<file path="config.mk">
export PLATFORM = sky130hd
export DESIGN_NAME = iteration_memory_reader
export DESIGN_NICKNAME = d
export VERILOG_FILES = /design/src/rtl/iteration_memory_reader_pkg.sv /design/src/rtl/iteration_memory_reader_fifo.sv /design/src/rtl/iteration_memory_reader.sv
export SDC_FILE = /design/constraint.sdc
export NUM_CORES = 2
export LEC_CHECK = 0
export CAP_MARGIN = 20
export CORE_UTILIZATION = 40
export CTS_CLUSTER_DIAMETER = 30
export DETAILED_ROUTE_END_ITERATION = 8
export SLEW_MARGIN = 20
export SYNTH_ARGS = -nofsm -noshare
export SYNTH_HDL_FRONTEND = slang
export SYNTH_SLANG_ARGS = --single-unit
</file>
<file path="constraint.sdc">
create_clock -name clk -period 7.8 [get_ports clk]
set_input_delay 1.95 -clock clk [delete_from_list [all_inputs] [get_ports clk]]
set_output_delay 1.95 -clock clk [all_outputs]
set_load 0.1 [all_outputs]
</file>
<file path="src/rtl/iteration_memory_reader_pkg.sv">
// Shared constants for the Mandelbrot frame buffer path: MCB command encodings,
// address width, default frame geometry and the reader FSM state type.
package iteration_memory_reader_pkg;

    localparam int ADDR_W = 30;

    localparam logic [2:0] MCB_WRITE = 3'b000;
    localparam logic [2:0] MCB_READ  = 3'b001;

    localparam int FRAME_WIDTH  = 640;
    localparam int FRAME_HEIGHT = 480;
    localparam int FRAME_PIXELS = FRAME_WIDTH * FRAME_HEIGHT;

    typedef enum logic [2:0] {
        WAIT_CALIB,
        IDLE,
        ISSUE,
        DRAIN,
        FLUSH
    } rd_state_e;

endpackage

</file>
<file path="src/rtl/iteration_memory_reader_fifo.sv">
// Generic synchronous FIFO with show-ahead read data and a synchronous flush.
// Zero-cycle read of the head word; push when full and pop when empty are ignored.
module sync_fifo #(
    parameter int WIDTH = 32,
    parameter int DEPTH = 64
) (
    input  logic                       clk,
    input  logic                       reset_n,
    input  logic                       flush,
    input  logic                       push,
    input  logic [WIDTH-1:0]           push_data,
    input  logic                       pop,
    output logic [WIDTH-1:0]           pop_data,
    output logic                       empty,
    output logic                       full,
    output logic [$clog2(DEPTH):0]     free_count
);

    localparam int AW = $clog2(DEPTH);

    logic [WIDTH-1:0] mem [DEPTH];
    logic [AW-1:0]    wr_ptr;
    logic [AW-1:0]    rd_ptr;
    logic [AW:0]      count;
    logic             do_push;
    logic             do_pop;

    assign empty      = (count == '0);
    assign full       = (count == (AW+1)'(DEPTH));
    assign free_count = (AW+1)'(DEPTH) - count;
    assign pop_data   = mem[rd_ptr];
    assign do_push    = push && !full;
    assign do_pop     = pop && !empty;

    always_ff @(posedge clk or negedge reset_n) begin
        if (!reset_n) begin
            wr_ptr <= '0;
            rd_ptr <= '0;
            count  <= '0;
        end else if (flush) begin
            wr_ptr <= '0;
            rd_ptr <= '0;
            count  <= '0;
        end else begin
            if (do_push) wr_ptr <= wr_ptr + AW'(1);
            if (do_pop)  rd_ptr <= rd_ptr + AW'(1);
            count <= count + (AW+1)'(do_push) - (AW+1)'(do_pop);
        end
    end

    always_ff @(posedge clk) begin
        if (do_push && !flush) mem[wr_ptr] <= push_data;
    end

endmodule

</file>
<file path="src/rtl/iteration_memory_reader.sv">
// Streams the iteration frame back from DDR over MCB port 1 in fixed bursts into a local FIFO.
// One word per pixel_req, valid the cycle after; bursts only issue when the FIFO can absorb them.
module iteration_memory_reader
    import iteration_memory_reader_pkg::*;
#(
    parameter int                SET_SIZE    = 16,
    parameter int                FRAME_WORDS = FRAME_PIXELS,
    parameter logic [ADDR_W-1:0] FRAME_BASE  = '0,
    parameter int                FIFO_DEPTH  = 64
) (
    input  logic              clk,
    input  logic              reset_n,
    input  logic              mem_calib_done,
    input  logic              p1_cmd_full,
    input  logic              p1_rd_empty,
    input  logic [31:0]       p1_rd_data,
    output logic              p1_cmd_en,
    output logic [2:0]        p1_cmd_instr,
    output logic [5:0]        p1_cmd_bl,
    output logic [ADDR_W-1:0] p1_cmd_byte_addr,
    output logic              p1_rd_en,
    input  logic              frame_start,
    input  logic              pixel_req,
    output logic [31:0]       pixel_data,
    output logic              pixel_valid,
    output logic              underflow
);

    localparam int FAW = $clog2(FIFO_DEPTH);

    rd_state_e         state;
    logic              calib_meta;
    logic              calib_sync;
    logic [ADDR_W-1:0] ptr;
    logic [31:0]       fetched;
    logic [31:0]       remaining;
    logic [5:0]        outstanding;
    logic [5:0]        out_dec;
    logic [5:0]        len;
    logic              fs;
    logic              can_issue;
    logic              fifo_push;
    logic              fifo_pop;
    logic              fifo_empty;
    logic              fifo_full;
    logic [FAW:0]      fifo_free;
    logic [31:0]       fifo_dout;

    assign p1_cmd_instr = MCB_READ;

    // frame_start only means something once the memory is usable.
    assign fs        = frame_start && (state != WAIT_CALIB);
    assign p1_rd_en  = ((state == DRAIN) || (state == FLUSH)) && (outstanding != '0) && !p1_rd_empty;
    assign out_dec   = outstanding - {5'd0, p1_rd_en};
    assign fifo_push = p1_rd_en && (state == DRAIN) && !fs && !fifo_full;
    assign fifo_pop  = pixel_req && !fifo_empty && !fs;
    assign remaining = 32'(FRAME_WORDS) - fetched;
    assign len       = (remaining < 32'(SET_SIZE)) ? remaining[5:0] : 6'(SET_SIZE);
    assign can_issue = (fetched < 32'(FRAME_WORDS)) && (fifo_free >= (FAW+1)'(SET_SIZE)) && !p1_cmd_full;

    always_ff @(posedge clk or negedge reset_n) begin
        if (!reset_n) begin
            calib_meta <= 1'b0;
            calib_sync <= 1'b0;
        end else begin
            calib_meta <= mem_calib_done;
            calib_sync <= calib_meta;
        end
    end

    always_ff @(posedge clk or negedge reset_n) begin
        if (!reset_n) begin
            state            <= WAIT_CALIB;
            ptr              <= FRAME_BASE;
            fetched          <= '0;
            outstanding      <= '0;
            p1_cmd_en        <= 1'b0;
            p1_cmd_bl        <= '0;
            p1_cmd_byte_addr <= '0;
        end else begin
            p1_cmd_en <= 1'b0;
            case (state)
                WAIT_CALIB: if (calib_sync) state <= IDLE;
                IDLE: begin
                    if (!fs && can_issue) begin
                        p1_cmd_en        <= 1'b1;
                        p1_cmd_bl        <= len - 6'd1;
                        p1_cmd_byte_addr <= ptr;
                        ptr              <= ptr + ADDR_W'({len, 2'b00});
                        fetched          <= fetched + 32'(len);
                        outstanding      <= len;
                        state            <= ISSUE;
                    end
                end
                // A command already handed to the MCB must still be drained, even across a restart.
                ISSUE: state <= fs ? FLUSH : DRAIN;
                DRAIN: begin
                    outstanding <= out_dec;
                    if (out_dec == '0) state <= IDLE;
                    else if (fs)       state <= FLUSH;
                end
                FLUSH: begin
                    outstanding <= out_dec;
                    if (out_dec == '0) state <= IDLE;
                end
                default: state <= WAIT_CALIB;
            endcase
            if (fs) begin
                ptr     <= FRAME_BASE;
                fetched <= '0;
            end
        end
    end

    always_ff @(posedge clk or negedge reset_n) begin
        if (!reset_n) begin
            pixel_data  <= '0;
            pixel_valid <= 1'b0;
            underflow   <= 1'b0;
        end else begin
            pixel_valid <= fifo_pop;
            if (fifo_pop) pixel_data <= fifo_dout;
            if (pixel_req && fifo_empty && !fs) underflow <= 1'b1;
        end
    end

    sync_fifo #(
        .WIDTH (32),
        .DEPTH (FIFO_DEPTH)
    ) u_fifo (
        .clk        (clk),
        .reset_n    (reset_n),
        .flush      (fs),
        .push       (fifo_push),
        .push_data  (p1_rd_data),
        .pop        (fifo_pop),
        .pop_data   (fifo_dout),
        .empty      (fifo_empty),
        .full       (fifo_full),
        .free_count (fifo_free)
    );

endmodule

</file>
==> summary.txt <==
Global route
  • GR Util All Layers: slightly above 20%
  • Vias in the first global route: around 47k
  • Initial antenna violation count: 12
  • Overflow after GRT: 0
  • First-pass GRT wire length: roughly 330000 um
  • Pin count of the biggest net entering global routing: between 100 and 150

STA
  • Minimum clock period: approximately 6000 ps
  • Worst Slack Setup Final: about 1800 ps
  • Setup Total Neg Slack: 0 ps
  • RSZ-0062 raised after global routing: false
  • Relative slew slack: about 20%
  • Final slew viol count: 0
  • Endpoints failing setup: 0
  • Fmax: around 170 MHz
  • Crit share post-route: between 70% and 80%
  • Skew final: approximately 95 ps
  • Worst Tran Pin Value: 1190 ps
  • Final Hold Vio Count: 0

Synthesis
  • Synth area leaders: edfxtp_1 (70%), mux4_2 (7.9%), dfrtp_1 (4.5%)
  • Cell taking the most area after synthesis: edfxtp_1
  • Seq cells post-synth: 2207
  • Synth warn: 0
  • Synth Flop Type: edfxtp_1
  • FFs w/ async S/R, synth: a little over 7%
  • Synth cell types: 89
  • Synth Cell Area: just under 90000 um^2
  • Post-synth EDFFs: just over 2k
  • Synth Area per Inst: ~18 um^2
  • Syn Inst Count: between 4k and 5k
  • Top cell type's share of synthesized area: 70.1%
  • Post-synthesis sequential area ratio: 74.6%

Floorplan
  • Die X-Extent: 470 um
  • Die Ht: 470 um
  • I/O pin cnt: 114
  • Initial core utilization: between 40% and 50%
  • Placeable Area: 218000 um^2
  • Row count: between 150 and 200
  • Die Footprint: ~220000 um^2

Power
  • Power share of the combinational group: 19.1%
  • Seq pwr share: approximately 35%
  • P per Cell Area: about 360 nW/um^2
  • Clock share of power: 46.4%
  • Sw frac: around 28%
  • NetSw: roughly 11 mW
  • Maximum VDD drop: roughly 250 uV
  • Internal: between 20 and 30 mW
  • Leak: about 35 nW

Route
  • Routed Antenna Nets: 0
  • Via density: around 5.7
  • WL met1: slightly above 100000 um
  • Initial DRC Count: 5318
  • Met2 routed WL: between 100000 and 150000 um
  • First-pass iteration count of the detailed router: 5
  • Highest metal used: met4
  • DRC: 0
  • Routed met3 length: between 15000 and 20000 um
  • Final WL: roughly 230000 um
  • DR WL/cell: 27.2 um
  • Vias post-DR: around 48k

Placed design
  • Post-placement setup slack: 1900 ps
  • Area after detailed placement: 92700 um^2
  • Placer Congestion: 0.869
  • DP Wirelength: roughly 130000 um
  • I/O Buffers: approximately 110

Clock network
  • H-tree Lvls: 5
  • Clock Sinks: 2207
  • Post_cts resized: 0
  • Hold-fix buffers at CTS: 0
  • CTS tree: done
  • Post-CTS Setup Inserts: 0
  • Reg clk slew, reported paths: approximately 50 ps
  • Clock buffer depth: 4
  • Clock Tree Root: clkbuf_16
  • Cts bufs inserted: about 430
  • Clock latency on the worst-skew pair: slightly below 1000 ps

Setup path
  • Worst path cell trace: inv_1 -> ha_1 -> or3b_2 -> or4_4 -> nor4_1 -> a311oi_1 -> nor4_1 -> nand3_1 -> nor4_1 -> inv_1 -> nor2_1 -> ha_1 -> o211ai_1 -> nor2_1 -> nand4_1 -> o21ai_4 -> nand4_4 -> and2_1 -> or4_1 -> a21oi_1
  • Type of origin of the critical path: flop
  • Critical Path RT: between 8000 and 9000 ps
  • Top delay family on crit path: simple AND/OR/NAND/NOR gates
  • Crit Path Category: reg2reg
  • Reg2reg end: ptr[13]$_DFFE_PN0P_
  • Reg2reg setup slack: 1790 ps
  • Max stage delay on crit path: 630 ps
  • Critical Path End Type: flop
  • Reg2reg path depth: 20
  • Critical-path top delay cell: nor4_1
  • Worst EP arrival: 6850 ps
  • Crit-path most repeated cell: nor4_1
  • Worst path buffer plus inverter count: 2
  • Worst-path fanout max: 10
  • Worst R2R Start: fetched[0]$_DFFE_PN0P_

Final layout
  • Share of layout cells above drive strength 1: between 20% and 30%
  • Nets: between 5k and 6k
  • Area growth, synth to finish: 22.1%
  • Fillers: between 15k and 20k
  • Register Area: 65500 um^2
  • Commonest non-fill, non-tap cells in the layout: edfxtp_1 (2048), clkbuf_16 (433), mux2i_1 (349)
  • Design Area, Final: about 110000 um^2
  • Multi-input logic area: around 21000 um^2
  • Most common cell after layout, fill and taps aside: edfxtp_1

Min path
  • Hold path depth: 0
  • Hold WC Path Type: reg2reg
  • Hold Crit Endpoint: calib_sync$_DFF_PN0_
  • Hold_sp: calib_meta$_DFF_PN0_

Run status
  • Status: finished clean

Job
  • Maxcap violations: 0
## state kept, by name (all words and copies together) (netlist names), 3 cells and up
register,flops
u_fifo.mem,2048
fetched,32
pixel_data,32
p1_cmd_byte_addr,28
ptr,28
u_fifo.count,7
outstanding,6
p1_cmd_bl,6
u_fifo.rd_ptr,6
u_fifo.wr_ptr,6
state,3
## power by group through the flow
stage                     registers (mW)  logic, mW  clock network [mW]
after global placement              13.6       7.40                   0
final                               13.4       7.42                18.0
after global routing                13.4       7.78                18.8
after detailed placement            13.6       7.42                   0
after CTS                           13.4       7.44                18.2
after floorplan                     14.2       4.27                   0
## synth_stat cells, drive strengths merged (4+ instances only)
cell and count:
edfxtp 2048, or2 6, a31oi 12, o22ai 115, mux2 113, a41o 4, a211oi 124, a31o 7
nand3 24, nand4 18, and3 9, nor4 19, nand2 253, dfrtp 159, mux4 309, nor2b 11
o21ai 156, ha 25, o31ai 7, o211ai 11, xor2 17, a21o 30, buf 86, nor2 153
or3 8, and2 24, o221ai 113, nand3b 6, inv 36, nor4b 4, or4 13, clkbuf 218
a21oi 233, mux2i 349, or4b 4, o311ai 4, nor3 19, nor3b 9, nand2b 17, xnor2 30
## final cells by class
type | count | share of cell area [%]
clock buffers | 489 | 10.4
multi-input cells | 2312 | 20.0
flip-flops and latches | 2207 | 61.1
repair buffers | 231 | 2.07
diodes | 5 | 0.0117
inverters | 37 | 0.130
clock inverters | 287 | 2.94
well taps | 2854 | 3.33
## through the flow
stage	instances	total power [mW]	util [%]	hold slack (ps)
after floorplan	4860	18.4	-	331
after global placement	7624	21.0	42.5	349
after detailed placement	7630	21.0	42.6	343
after CTS	8406	39.0	49.1	362
after global routing	8421	39.9	49.3	376
final	8422	38.8	49.3	363
## routing by layer
metal	global-route usage, %	up-vias
met5	0	-
met4	6.86	0
met3	4.07	338
met2	29.7	1932
met1	30.3	25000
li1	-	20600
## how the worst max path moves through the flow
stage / from / end / slack, ps / cells after the start
floorplan: p1_rd_empty / u_fifo.mem[63][0]$_DFFE_PP_ / 440 / 8
global placement: fetched[0]$_DFFE_PN0P_ / fetched[16]$_DFFE_PN0P_ / 1820 / 19
detailed placement: p1_rd_empty / p1_rd_en / 1900 / 3
CTS: fetched[0]$_DFFE_PN0P_ / ptr[13]$_DFFE_PN0P_ / 1870 / 20
global route: fetched[0]$_DFFE_PN0P_ / ptr[29]$_DFFE_PN0P_ / 1500 / 20
finish: fetched[0]$_DFFE_PN0P_ / ptr[13]$_DFFE_PN0P_ / 1790 / 20
## logic make-up (layout without fill, tap and decap cells)
logic type	Yosys count	after routing	share of synthesized area (%)
flops	2207	2207	74.6
compound gates	855	855	6.30
mux	771	771	13.4
simple gates	606	606	3.31
buf+inv	341	1044	1.58
xor+xnor	47	47	0.477
fa+ha+maj	26	26	0.379
other cells	2	12	0.00855
Power figures use the tool's default switching activity.
